`src/rtl/uart_tx_byte.sv`:
```
// Byte-wide async serial transmitter (8N1 / 8E1, 1 or 2 stop bits) with a
// valid/ready input handshake and a registered, idle-high tx pin.
module uart_tx_byte #(
  parameter int CLK_HZ    = 27000000,
  parameter int BAUD      = 115200,
  parameter int PARITY_EN = 0,
  parameter int STOP_BITS = 1
) (
  input  logic       clk,
  input  logic       rst_n,
  input  logic [7:0] tx_data,
  input  logic       tx_valid,
  output logic       tx_ready,
  output logic       tx,
  output logic       busy,
  output logic       tx_done
);

  localparam int CLKS_PER_BIT = CLK_HZ / BAUD;
  localparam int CNT_W        = (CLKS_PER_BIT < 2) ? 1 : $clog2(CLKS_PER_BIT);
  localparam logic [CNT_W-1:0] BAUD_LAST = CNT_W'(CLKS_PER_BIT - 1);
  localparam logic [2:0]       STOP_LAST = 3'(STOP_BITS - 1);

  if (CLKS_PER_BIT < 2) begin : g_bad_baud
    $error("uart_tx_byte: CLK_HZ/BAUD must be at least 2");
  end
  if (STOP_BITS != 1 && STOP_BITS != 2) begin : g_bad_stop
    $error("uart_tx_byte: STOP_BITS must be 1 or 2");
  end

  typedef enum logic [2:0] {
    S_IDLE,
    S_START,
    S_DATA,
    S_PARITY,
    S_STOP
  } state_t;

  state_t           state_q, state_n;
  logic [CNT_W-1:0] baud_q, baud_n;
  logic [2:0]       bit_q, bit_n;
  logic [7:0]       shreg_q, shreg_n;
  logic             par_q, par_n;
  logic             tx_q, tx_n;
  logic             baud_tick;

  assign baud_tick = (baud_q == BAUD_LAST);

  always_comb begin
    // NOTE: every next-state variable gets its hold value first, so no path
    // through the case below can leave one unassigned and infer a latch.
    state_n = state_q;
    baud_n  = baud_q;
    bit_n   = bit_q;
    shreg_n = shreg_q;
    par_n   = par_q;

    if (state_q != S_IDLE) begin
      baud_n = baud_tick ? '0 : baud_q + CNT_W'(1);
    end

    case (state_q)
      S_IDLE: begin
        if (tx_valid) begin
          state_n = S_START;
          shreg_n = tx_data;
          par_n   = ^tx_data;
          baud_n  = '0;
          bit_n   = '0;
        end
      end
      S_START: begin
        if (baud_tick) begin
          state_n = S_DATA;
          bit_n   = '0;
        end
      end
      S_DATA: begin
        if (baud_tick) begin
          shreg_n = {1'b0, shreg_q[7:1]};
          if (bit_q == 3'd7) begin
            state_n = (PARITY_EN != 0) ? S_PARITY : S_STOP;
            bit_n   = '0;
          end else begin
            bit_n = bit_q + 3'd1;
          end
        end
      end
      S_PARITY: begin
        if (baud_tick) begin
          state_n = S_STOP;
          bit_n   = '0;
        end
      end
      S_STOP: begin
        if (baud_tick) begin
          if (bit_q == STOP_LAST) begin
            state_n = S_IDLE;
          end else begin
            bit_n = bit_q + 3'd1;
          end
        end
      end
      default: state_n = S_IDLE;
    endcase

    // The pin level is derived from the state being entered, so it can be
    // registered alongside the state and still line up with each bit slot.
    case (state_n)
      S_START:  tx_n = 1'b0;
      S_DATA:   tx_n = shreg_n[0];
      S_PARITY: tx_n = par_n;
      default:  tx_n = 1'b1;
    endcase
  end

  always_ff @(posedge clk) begin
    // NOTE: sequential state uses non-blocking assignments so every register
    // samples the pre-edge values regardless of statement order.
    if (!rst_n) begin
      state_q <= S_IDLE;
      baud_q  <= '0;
      bit_q   <= '0;
      shreg_q <= '0;
      par_q   <= 1'b0;
      tx_q    <= 1'b1;
    end else begin
      state_q <= state_n;
      baud_q  <= baud_n;
      bit_q   <= bit_n;
      shreg_q <= shreg_n;
      par_q   <= par_n;
      tx_q    <= tx_n;
    end
  end

  assign tx       = tx_q;
  assign tx_ready = (state_q == S_IDLE);
  assign busy     = (state_q != S_IDLE);
  assign tx_done  = (state_q == S_STOP) && (bit_q == STOP_LAST) && baud_tick;

endmodule

```
`config.mk`:
```
export PLATFORM = sky130hd
export DESIGN_NAME = uart_tx_byte
export DESIGN_NICKNAME = d
export VERILOG_FILES = /design/src/rtl/uart_tx_byte.sv
export SDC_FILE = /design/constraint.sdc
export NUM_CORES = 1
export LEC_CHECK = 0
export CAP_MARGIN = 20
export CORE_UTILIZATION = 57
export CTS_BUF_LIST = sky130_fd_sc_hd__clkbuf_8
export DETAILED_ROUTE_END_ITERATION = 6
export PLACE_DENSITY_LB_ADDON = 0.05
export SETUP_SLACK_MARGIN = 0.4
export SYNTH_ARGS = -nofsm -noshare
export SYNTH_HDL_FRONTEND = slang
export SYNTH_SLANG_ARGS = --single-unit
```
`constraint.sdc`:
```
create_clock -name clk -period 2.6 [get_ports clk]
set_clock_uncertainty 0.1 [all_clocks]
set_input_delay 0.52 -clock clk [delete_from_list [all_inputs] [get_ports clk]]
set_output_delay 0.52 -clock clk [all_outputs]
set_load 0.03 [all_outputs]
```
==> metrics.txt <==
Crit path max-delay family=simple AND/OR/NAND/NOR gates; wire per inst=around 13 um; Synthesized Nets=172; Mapped Area=1280 sq um; PortBufs=14; Synth Register Bits=24; DR DRC count=0; Cell Count, Final, Fillers Out=approximately 200; maximum vdd drop=0.435 mV; antenna cells=0; global route overflow=0; Final period util=0.830; CTS Buf Count=3; Power per Cell Area=about 500 nW/um^2; Req. time, crit path=1.98 ns; Mean Syn Cell Area=about 8.2 sq um; placed cell count=approximately 190; final hold slack=approximately 0.36 ns; Leak=~0.57 nW; minimum clock period=between 2 and 2.5 ns; Final GP Congestion=just over 0.8; core area=roughly 2000 sq um; final net count=about 190; Layout area overhead=22.3%; clock sinks=24; outcome=completed; first-pass GRT wire length=4270 um; Crit-path slowest cell=dfxtp_2; dpl ws=0.135 ns; Die Ht=approximately 49 um; crit end category=output pin; worst rel slew slack=0.587; hold crit path type=register to register; largest net degree at the start of global routing=21; crit path buf inv count=2; Final Slew Violations=0; Routed WL=roughly 2500 um; H-tree levels=1; Register Area=between 400 and 500 sq um; number of global-route vias before repair=1,009; RSZ-0062 raised after global routing=true; peak fanout along the critical path=3; max-capacitance violation count=0; clock buffer depth=2; die area=between 2000 and 2500 sq um; final setup violating endpoints=0; total power=0.776 mW; All-Layer GR Usage=0.224; CTS Hold Buffers Added=0; Root Buffer=clkbuf_8; multi-input logic area=~790 sq um; f_max=~0.46 GHz; initial antenna violation count=0; most frequent cells in the layout=dfxtp_1, a21oi_1, nor2_1; 1st-iter DRT viols=17; Worst Max-Slew Pin Slew=~0.62 ns; vias post-DR=between 1,000 and 1,500; Critical Path AT=1.54 ns; post-DP HPWL=roughly 1800 um; register area share after synthesis=0.375; Post-Syn Instances=approximately 160; final critical-path setup slack=0.443 ns; crit path launch type=register; first-pass iteration count of the detailed router=4; total negative setup slack=0 ns; Final Hold Fails=0; FILL cells=between 150 and 200; Ports=15; Setup Crit Path Kind=register to output pin; clock-pin slew on the worst setup and hold paths=0.08 ns; most common cell after layout, fill and taps aside=dfxtp_1; layout cells sized above 1=0.163; max incr delay on CP=between 0.3 and 0.4 ns; FP Rows=16; Initial Util=0.627; vias per inst=5.70; worst skew pair latency=around 0.27 ns; YS warnings=0; crit-path cells=inv_2 -> ha_4 -> nand4_1 -> nor2_4 -> nand2_1 -> nor2_1 -> buf_4; post-route antenna net violation count=0; Die X=~49 um; Netlist cell types=38; CTS tree=yes
## flip-flops by register name (all words and copies together), names as in the netlist
register	cells
tx	1
bit_q	3
par_q	1
baud_q	8
shreg_q	8
state_q	3
## metal layers
layer  share of wire  GRT usage  vias up
met5               0          0        -
met4           0.012     0.0857        0
met3           0.023     0.0374        4
met2            0.46      0.372       11
met1            0.51      0.289      533
li1                -          -      586
## final cells by class
cell class / count / share of cell area
clock buffer: 4 / 0.0352
inverter: 7 / 0.0168
timing repair buffer: 19 / 0.110
multi-input combinational: 118 / 0.504
tap: 27 / 0.0216
sequential: 24 / 0.313
## kinds of logic after synthesis
group,count (synthesis),synth area share
xor gates and xnor gates,7,0.0479
buffers and inverters,14,0.0430
AOI/OAI and AO/OA,45,0.216
adders and majority gates,5,0.0489
and+or+nand+nor,61,0.269
DFF,24,0.375
## worst min-delay path, cell delays in order, from the launching register on
cell and delay [ns]:
dfxtp_1 0.31, nand2_1 0.05, a21oi_1 0.05
## timing repair
action / CTS / global route
setup buffers: 0 / 3
pin swaps: 0 / 2
resized for setup: 8 / 20
setup endpoints to repair: 4 / 6
## synthesized netlist by cell type
library cell,count,area share
a2111o_1,1,0.0088
a211oi_1,1,0.0059
a21oi_1,18,0.070
a221o_1,1,0.0078
a22oi_1,6,0.035
a2bb2oi_1,1,0.0068
a31oi_1,1,0.0049
a32oi_1,1,0.0068
and2_1,3,0.015
and3_1,4,0.020
buf_2,2,0.0078
clkbuf_1,5,0.015
dfxtp_1,24,0.38
ha_1,5,0.049
inv_1,7,0.021
nand2_1,12,0.035
nand2_2,1,0.0049
nand2b_1,3,0.015
nand3_1,2,0.0078
nand3b_1,1,0.0059
nand4_1,1,0.0049
nand4bb_1,1,0.0088
nor2_1,15,0.044
nor2b_1,3,0.015
nor3_1,3,0.012
nor3b_1,1,0.0059
nor4b_2,1,0.012
nor4bb_1,1,0.0078
o2111ai_1,1,0.0068
o21ai_0,10,0.039
o21ai_2,1,0.0068
o21bai_1,2,0.012
o22ai_1,1,0.0049
or3_1,3,0.015
or3b_1,2,0.014
or3b_2,3,0.021
or4b_1,1,0.0078
xnor2_1,7,0.048
## through the flow
| stage | utilization | cell area, sq um |
|---|---|---|
| 3_3_place_gp | 0.705 | 1440 |
| 6_report | 0.767 | 1570 |
| 4_1_cts | 0.733 | 1500 |
| 2_1_floorplan | - | 1280 |
| 3_5_place_dp | 0.705 | 1440 |
| 5_1_grt | 0.767 | 1570 |
## path summary, 6_finish.rpt
| check | start | endpoint | slack (ns) | cells after the start |
|---|---|---|---|---|
| setup / recovery | baud_q[1] | tx_done | 0.44 | 7 |
| hold / removal | shreg_q[3] | shreg_q[3] | 0.36 | 2 |
| setup reg to reg | baud_q[4] | bit_q[0] | 0.52 | 5 |
| hold reg to reg | shreg_q[3] | shreg_q[3] | 0.36 | 2 |
## where the power goes
part           switching, mW  internal (mW)  total (mW)
registers             0.0109          0.382       0.393
clock network          0.116          0.135       0.252
logic                 0.0675         0.0639       0.131
Note: power is estimated with default switching activity, not from simulation.
